**config.mk**
```make
export PLATFORM = sky130hd
export DESIGN_NAME = muldiv_8088
export DESIGN_NICKNAME = d
export VERILOG_FILES = /design/src/rtl/muldiv_8088.sv
export SDC_FILE = /design/constraint.sdc
export NUM_CORES = 1
export LEC_CHECK = 0
export CORE_AREA = 3 3 203 205
export CTS_BUF_LIST = sky130_fd_sc_hd__clkbuf_8
export DETAILED_ROUTE_END_ITERATION = 8
export DIE_AREA = 0 0 206 208
export PLACE_DENSITY = 0.45
export RECOVER_POWER = 25
export SLEW_MARGIN = 20
export SYNTH_ARGS = -nofsm -noshare
export SYNTH_HDL_FRONTEND = slang
export SYNTH_SLANG_ARGS = --single-unit
```
**constraint.sdc**
```tcl
create_clock -name clk -period 5.8 [get_ports clk]
set_input_delay 1.16 -clock clk [delete_from_list [all_inputs] [get_ports clk]]
set_output_delay 1.16 -clock clk [all_outputs]
set_load 0.01 [all_outputs]
```
**src/rtl/muldiv_8088.sv**
```systemverilog
`default_nettype none
// =============================================================================
// muldiv_8088 : iterative MUL/IMUL/DIV/IDIV unit with AX/DX write-back sequencing
// Optional: MULDIV_EARLY_ZERO_EN (zero divisor faults at start acceptance)
// Revision 1.0
// =============================================================================
module muldiv_8088 #(
    parameter logic [2:0] AX_IDX = 3'h0,
    parameter logic [2:0] DX_IDX = 3'h3
) (
    input  logic        clk,
    input  logic        reset,
    input  logic        start,
    input  logic [1:0]  op,
    input  logic        size,
    input  logic [15:0] ax_in,
    input  logic [15:0] dx_in,
    input  logic [15:0] src_in,
    output logic        busy,
    output logic        done,
    output logic        div_error,
    output logic        cf_of,
    output logic        en_write,
    output logic [2:0]  reg_write,
    output logic [15:0] write_data,
    output logic        wr_size,
    output logic        wr_select_high_low
);

    typedef enum logic [2:0] {
        S_IDLE  = 3'd0,
        S_CALC  = 3'd1,
        S_FIX   = 3'd2,
        S_WB_LO = 3'd3,
        S_WB_HI = 3'd4,
        S_ERR   = 3'd5
    } state_t;

    state_t      r_state;
    state_t      w_next;

    logic [1:0]  r_op;
    logic        r_size;
    logic        r_neg_res;
    logic        r_neg_dvd;
    logic        r_ovf;
    logic        r_cf;
    logic [3:0]  r_cnt;
    logic [31:0] r_acc;
    logic [31:0] r_opa;
    logic [15:0] r_opb;
    logic [15:0] r_wb_lo;
    logic [15:0] r_wb_hi;

    // Operand conditioning at acceptance: extend to 16/32 bits, then take magnitudes.
    logic [15:0] w_a_ext, w_s_ext, w_a_mag, w_s_mag;
    logic [31:0] w_d_ext, w_d_mag;
    logic [15:0] w_d_hi, w_d_lo;
    logic        w_a_neg, w_s_neg, w_d_neg, w_ovf;

    always_comb begin
        w_a_ext = size ? ax_in  : (op[0] ? {{8{ax_in[7]}},  ax_in[7:0]}  : {8'h00, ax_in[7:0]});
        w_s_ext = size ? src_in : (op[0] ? {{8{src_in[7]}}, src_in[7:0]} : {8'h00, src_in[7:0]});
        w_d_ext = size ? {dx_in, ax_in} : (op[0] ? {{16{ax_in[15]}}, ax_in} : {16'h0000, ax_in});
        w_a_neg = op[0] & w_a_ext[15];
        w_s_neg = op[0] & w_s_ext[15];
        w_d_neg = op[0] & w_d_ext[31];
        w_a_mag = w_a_neg ? -w_a_ext : w_a_ext;
        w_s_mag = w_s_neg ? -w_s_ext : w_s_ext;
        w_d_mag = w_d_neg ? -w_d_ext : w_d_ext;
        // Byte dividend low half sits in the top of the quotient shifter so the
        // bit fed into the remainder is always bit 15.
        w_d_hi  = size ? w_d_mag[31:16] : {8'h00, w_d_mag[15:8]};
        w_d_lo  = size ? w_d_mag[15:0]  : {w_d_mag[7:0], 8'h00};
        // Quotient needs more than N bits exactly when the high half reaches the divisor.
        w_ovf   = (w_s_mag == 16'h0000) | (w_d_hi >= w_s_mag);
    end

    // Restoring divide step on {remainder, quotient} held in r_acc.
    logic [16:0] w_shl;
    logic [17:0] w_diff;
    logic        w_fit;
    logic [31:0] w_div_step;

    always_comb begin
        w_shl      = {r_acc[31:16], r_acc[15]};
        w_diff     = {1'b0, w_shl} - {2'b00, r_opa[15:0]};
        w_fit      = ~w_diff[17];
        w_div_step = {(w_fit ? w_diff[15:0] : w_shl[15:0]), r_acc[14:0], w_fit};
    end

    logic [31:0] w_prod_s;
    logic [15:0] w_quo, w_rem, w_quo_s, w_rem_s;
    logic        w_div_err, w_mul_cf;

    always_comb begin
        w_prod_s  = r_neg_res ? -r_acc : r_acc;
        w_quo     = r_size ? r_acc[15:0] : {8'h00, r_acc[7:0]};
        w_rem     = r_acc[31:16];
        w_quo_s   = r_neg_res ? -w_quo : w_quo;
        w_rem_s   = r_neg_dvd ? -w_rem : w_rem;
        w_div_err = r_op[1] & (r_ovf | (r_op[0] & (r_size ? w_quo[15] : w_quo[7])));
        if (r_op[0]) begin
            w_mul_cf = r_size ? (w_prod_s[31:16] != {16{w_prod_s[15]}})
                              : (w_prod_s[15:8]  != {8{w_prod_s[7]}});
        end else begin
            w_mul_cf = r_size ? (|r_acc[31:16]) : (|r_acc[15:8]);
        end
    end

    always_comb begin
        w_next = r_state;
        unique case (r_state)
            S_IDLE: begin
                if (start) begin
`ifdef MULDIV_EARLY_ZERO_EN
                    w_next = (op[1] && (w_s_mag == 16'h0000)) ? S_ERR : S_CALC;
`else
                    w_next = S_CALC;
`endif
                end
            end
            S_CALC:  if (r_cnt == 4'd0) w_next = S_FIX;
            S_FIX:   w_next = w_div_err ? S_ERR : S_WB_LO;
            S_WB_LO: w_next = r_size ? S_WB_HI : S_IDLE;
            S_WB_HI: w_next = S_IDLE;
            S_ERR:   w_next = S_IDLE;
            default: w_next = S_IDLE;
        endcase
    end

    always_ff @(posedge clk) begin
        if (!reset) begin
            r_state   <= S_IDLE;
            r_op      <= 2'b00;
            r_size    <= 1'b0;
            r_neg_res <= 1'b0;
            r_neg_dvd <= 1'b0;
            r_ovf     <= 1'b0;
            r_cf      <= 1'b0;
            r_cnt     <= 4'd0;
            r_acc     <= 32'h0;
            r_opa     <= 32'h0;
            r_opb     <= 16'h0;
            r_wb_lo   <= 16'h0;
            r_wb_hi   <= 16'h0;
        end else begin
            r_state <= w_next;
            case (r_state)
                S_IDLE: begin
                    if (start) begin
                        r_op   <= op;
                        r_size <= size;
                        r_cnt  <= size ? 4'd15 : 4'd7;
                        r_cf   <= 1'b0;
                        if (op[1]) begin
                            r_acc     <= {w_d_hi, w_d_lo};
                            r_opa     <= {16'h0000, w_s_mag};
                            r_opb     <= 16'h0000;
                            r_neg_res <= w_d_neg ^ w_s_neg;
                            r_neg_dvd <= w_d_neg;
                            r_ovf     <= w_ovf;
                        end else begin
                            r_acc     <= 32'h0;
                            r_opa     <= {16'h0000, w_a_mag};
                            r_opb     <= w_s_mag;
                            r_neg_res <= w_a_neg ^ w_s_neg;
                            r_neg_dvd <= 1'b0;
                            r_ovf     <= 1'b0;
                        end
                    end
                end
                S_CALC: begin
                    r_cnt <= r_cnt - 4'd1;
                    if (r_op[1]) begin
                        r_acc <= w_div_step;
                    end else begin
                        if (r_opb[0]) r_acc <= r_acc + r_opa;
                        r_opa <= {r_opa[30:0], 1'b0};
                        r_opb <= {1'b0, r_opb[15:1]};
                    end
                end
                S_FIX: begin
                    r_wb_lo <= r_op[1] ? (r_size ? w_quo_s : {w_rem_s[7:0], w_quo_s[7:0]})
                                       : w_prod_s[15:0];
                    r_wb_hi <= r_op[1] ? w_rem_s : w_prod_s[31:16];
                    r_cf    <= ~r_op[1] & w_mul_cf;
                end
                default: ;
            endcase
        end
    end

    always_comb begin
        busy               = (r_state != S_IDLE);
        done               = 1'b0;
        div_error          = 1'b0;
        en_write           = 1'b0;
        reg_write          = 3'd0;
        write_data         = 16'h0000;
        cf_of              = r_cf;
        wr_size            = 1'b1;
        wr_select_high_low = 1'b0;
        case (r_state)
            S_WB_LO: begin
                en_write   = 1'b1;
                reg_write  = AX_IDX;
                write_data = r_wb_lo;
                done       = ~r_size;
            end
            S_WB_HI: begin
                en_write   = 1'b1;
                reg_write  = DX_IDX;
                write_data = r_wb_hi;
                done       = 1'b1;
            end
            S_ERR: begin
                done      = 1'b1;
                div_error = 1'b1;
            end
            default: ;
        endcase
    end

endmodule
`default_nettype wire

```
After elaboration in Yosys (flattened, before gate mapping)
Index checks and enable logic that the tools add are counted.

word-level totals
  bits in registers = 126
  bits in latches = 0
  memory bits (writable) = 0
  memory bits (read-only) = 0
  input bits = 54
  output and inout port bits = 26
  word-level logic and storage cells = 117
  memories kept = 0

operators by class
  add/sub/neg operators = 9
  multiply operators = 0
  divide/modulo/power cells = 0
  $lt $le $gt $ge = 1
  equality and inequality tests = 11
  shifts and indexed selects = 0
  mux-type cells = 54
  bitwise gates (word level) = 13
  reduce and logical (&&, ||, !) cells = 16

operators with widths
  operator              number
  $mux W32              10
  $mux W16              19
  $pmux W32 S2          2
  $neg A16 Y16          4
  $neg A32 Y32          2
  $pmux W16 S2          2
  $add A32 B32 Y32      1
  $sub A17 B16 Y18      1
  $ge A16 B16 Y1        1
  $logic_not A16 Y1     1
  $ne A16 B16 Y1        1
  $reduce_or A16 Y1     1
  $mux W3               4
  $pmux W3 S4           1
  $mux W1               10
  $mux W4               2
  $ne A8 B8 Y1          1
  $pmux W4 S2           1
  $reduce_and A2 Y1     4
  $reduce_or A8 Y1      1
  $and A1 B1 Y1         6
  $eq A3 B2 Y1 const B  2
  $eq A3 B3 Y1 const B  2
  $ne A2 B2 Y1 const B  3
  14 further kinds      22

Logic depth before layout (Yosys ltp)
  depth in word-level cells = 8
  depth in mapped cells = 18
  depth with buffers taken out = 18

Worst setup path before layout
Ideal clock, no wire load.

  path type = input to register
  start = input port ax_in[1]
  end = register r_ovf
  setup time = 125 ps
  arrival time = 4275 ps
  data required time = 5675 ps
  setup slack = 1400 ps
  stages = 18
  buffers on the path = 0
  cells stage by stage = inv_1 > ha_1 > or4b_2 > nor2_1 > nand2_1 > o21ai_0 > o32ai_1 > a21oi_1 > ha_1 > nand2b_1 > a21o_1 > a21o_1 > a211oi_1 > o21ai_0 > o211ai_1 > a21oi_1 > o21ai_0 > o41ai_1

on the way
  word-level cells in the longest chain between the ends = 8

RTL lines
  element                 line  text
  start: declaration      16    input logic [15:0] ax_in,
  $mux W32                64    w_d_ext = size ? {dx_in, ax_in} : (op[0] ? {{16{ax_in[15]}}, ax_in} : {16'h0000, ax_in});
  $mux W32 (*)            64
  $neg A32 Y32 (*)        70    w_d_mag = w_d_neg ? -w_d_ext : w_d_ext;
  $mux W32 (*)            70
  $mux W16 (*)            73    w_d_hi = size ? w_d_mag[31:16] : {8'h00, w_d_mag[15:8]};
  $ge A16 B16 Y1 (*)      76    w_ovf = (w_s_mag == 16'h0000) | (w_d_hi >= w_s_mag);
  $or A1 B1 Y1 (*)        76
  $mux W1 (*)             156   if (op[1]) begin
  end signal: assignment  162   r_ovf <= w_ovf;
  end: declaration        46    logic r_ovf;

Mark *: on every way between the ends. The rest lies on a longest branch, timed or not.
A chain may end at the register's enable or synchronous reset.

Worst setup path after layout
  start = input port reset
  end = register r_acc[16]

RTL lines
  element                 line  text
  start: declaration      12    input logic reset,
  end signal: assignment  157   r_acc <= {w_d_hi, w_d_lo};
  end signal: assignment  176   r_acc <= w_div_step;
  end signal: assignment  178   if (r_opb[0]) r_acc <= r_acc + r_opa;
  end: declaration        49    logic [31:0] r_acc;

No word-level cell between the ends.

==> results_dict.tcl <==
set metrics [dict create \
    status "finished, violations left" \
    violations "max-capacitance violations, max-slew violations" \
    cp_num_cells 5 \
    first_global_vias 11600 \
    coreArea_sq_um 39600 \
    r2r_cells 10 \
    crit_type "input port to register" \
    setup-tns-final_ns 0 \
    gr-total-overflow 0 \
    multi_input_area_sq_um 8640 \
    post-route-period-util 0.927 \
    clkSinkCount 126 \
    maxCapViolCount 2 \
    seq_area_sq_um 2520 \
    synth_edf_count 0 \
    yosysSeqAreaShare 0.213 \
    port_buffers 76 \
    die_x_microns 206 \
    cpLargestDelayFamily "buffers and inverters" \
    nets 1784 \
    rsz0062_at_grt "false" \
    grt_max_degree 54 \
    hpwlAfterDp_microns 36000 \
    setup_slack_ns 0.426 \
    fin_cells 2197 \
    root_buffer "clkbuf_8" \
    power.leakage_nw 4.94 \
    syn_area_sq_um 11800 \
    start_util 0.298 \
    ys_warn_count 0 \
    r2r_start "r_acc[2]$_SDFFE_PN0P_" \
    n_antenna_cell 0 \
    synth_seq_cells 126 \
    fin_util 0.339 \
    tightest_slew_ns 1.69 \
    cts_tree "done" \
    drt_first_pass_iters 8 \
    rrSetupSlack_ns 2.14 \
    min_to "r_wb_hi[1]$_SDFFE_PN0P_" \
    htree_num_levels 4 \
    period_needed_ns 5.37 \
    grt_use_total 0.216 \
    viasPerCell 5.55 \
    worst-path-buf-inv 4 \
    mostFrequentLayoutCell "nor2_1" \
    ys.flop_type "dfxtp_1" \
    power.total_mw 4.24 \
    cp.required_ns 6.20 \
    maxSlewViolCount 26 \
    drive_gt1_frac 0.0604 \
    hold_viol_final 0 \
    max_freq_mhz 186 \
    holdPathStages 2 \
    die_area_sq_um 42800 \
    path_clk_slew_ns 0.08 \
    num_io_pins 80 \
    syn_inst 1649 \
    cts_resized 0 \
    postRouteAntennaNets 0 \
    r2r_end "r_acc[30]$_SDFFE_PN0P_" \
    fillerInstances 4285 \
    area_growth_pct 13.7 \
    vias 12200 \
    slowest_delay_ns 1.81 \
    cts_buffers 17 \
    ys_types 84 \
    cp.arrival_ns 5.78 \
    place_ws_ns 0.475 \
    cpMaxStageDelayCell "clkinvlp_2" \
    hp-start "r_wb_hi[1]$_SDFFE_PN0P_" \
    max-vdd-ir-drop_mv 0.162 \
    final_cell_mix "nor2_1, nand2_1, a21oi_1, o21ai_0, dfxtp_1" \
    dp_cells 2164 \
    setup.worst_path.start_class "input port" \
    die_y_microns 208 \
    path_cells "clkdlybuf4s50_1 > clkbuf_1 > clkinvlp_2 > clkbuf_2 > a221oi_1" \
    postCtsHoldBufs 0 \
    syn_area_per_cell_sq_um 7.17 \
    critPathMaxFanout 37 \
    setup_viol 0 \
    grt_pass1_wl_microns 71200 \
    hp-class "register to register" \
    end_kind "register" \
    postCtsSetupBuffers 0 \
    antenna_found_initial 0 \
    wirelength_microns 46800 \
    gp_congestion 0.906 \
    post_drt_wl_per_cell_microns 21.3 \
    drc 0 \
    drtIter0Drc 954 \
    slew-limit-headroom -0.127 \
    clockBufferDepth 2 \
    insertion_delay_ns 0.51 \
    async_flop_share 0 \
    rows 73 \
    finClkSkew_ns 0.0218 \
    power.density_nw_per_um2 315 \
]
-- cell type report --
class,count,area share
tap,525,0.0489
multi-input combinational,1348,0.643
inverter,57,0.0160
sequential,126,0.188
clock inverter,12,0.00838
clock buffer,20,0.0205
timing repair buffer,109,0.0757
-- cells by family (layout without fill, tap and decap cells) --
logic type	after synthesis	count (layout)	share of synthesized area
xor gates and xnor gates	128	128	0.0954
adders and majority gates	71	71	0.0764
buffers and inverters	176	198	0.0585
AOI/OAI and AO/OA	541	541	0.301
DFF	126	126	0.213
and+or+nand+nor	575	575	0.228
other	2	3	0.000635
muxes	30	30	0.0262
-- worst max-delay path by stage --
stage	startpoint	slack (ns)	to
after floorplan	ax_in[1]	1.40	r_ovf$_SDFFE_PN0P_
after global placement	ax_in[0]	0.46	r_ovf$_SDFFE_PN0P_
after detailed placement	ax_in[0]	0.48	r_ovf$_SDFFE_PN0P_
after CTS	ax_in[0]	0.99	r_ovf$_SDFFE_PN0P_
after global routing	reset	0.36	r_opa[11]$_SDFFE_PN0P_
final	reset	0.43	r_acc[16]$_SDFFE_PN0P_
-- flip-flops by register name (all words and copies together), names as in the netlist --
register and cells:
r_opa 32, cf_of 1, r_neg_dvd 1, r_ovf 1, r_acc 32, r_wb_lo 16, r_opb 16, r_cnt 4
r_neg_res 1, r_op 2, r_size 1, r_state 3, r_wb_hi 16
-- routing by layer --
layer  up-vias  global-route usage  wire length, microns  part of all wire
li1       6030                   -                     -                 -
met1      5802               0.299                 22100              0.47
met2       305               0.344                 21200              0.45
met3        58              0.0350                  2170             0.046
met4         0              0.0686                  1290             0.028
met5         -                   0                     0                 0
-- tightest hold or removal path: cells and delay by family, from the launching register on --
kind | cells | cell delay (ns)
AND/OR/NAND/NOR | 1 | 0.05
AO/OA/AOI/OAI | 1 | 0.05
flip-flops | 1 | 0.32
-- power by group --
part | switching, mW | leakage (nW) | total [mW] | internal, mW
clock | 0.412 | 0.183 | 0.785 | 0.373
combinational | 1.40 | 3.73 | 2.24 | 0.843
sequential | 0.232 | 1.03 | 1.21 | 0.977
-- Yosys cell counts (all sizes together) (5+ instances only) --
cell type  number  area, sq um
nor2          193          724
nand2         183          687
a21oi         133          666
o21ai         131          656
dfxtp         126         2520
clkbuf        102          383
ha             69          863
xnor2          64          561
xor2           64          568
inv            56          210
a211oi         43          323
nor3           41          216
nand3          28          140
o211ai         28          210
a21o           22          165
mux2i          22          220
o31ai          22          179
a22oi          21          158
a221oi         18          158
nand2b         18          113
a22o           17          149
buf            17         95.1
nor2b          14         87.6
or4            13          101
a31oi          12         75.1
and3           12         75.1
nand4          12         75.1
nor4           12         96.3
a222oi         11          110
and2            9         56.3
o21a            9         67.6
o221ai          9         78.8
mux2            8         90.1
nand3b          7         52.6
o41ai           7         76.3
or3             7         48.8
nand4b          6         58.8
o22ai           6         37.5
o31a            6         52.6
nor4b           5         43.8
o21bai          5         37.5
o32ai           5         43.8
or2             5         33.8
-- through the flow --
| step | hold WS [ns] | instance area [sq um] |
|---|---|---|
| detailed placement | 0.446 | 13000 |
| finish | 0.458 | 13400 |
| global route | 0.477 | 13400 |
| floorplan | 0.432 | 11800 |
| global placement | 0.441 | 13000 |
| CTS | 0.456 | 13400 |
(Power assumes the default switching activity.)
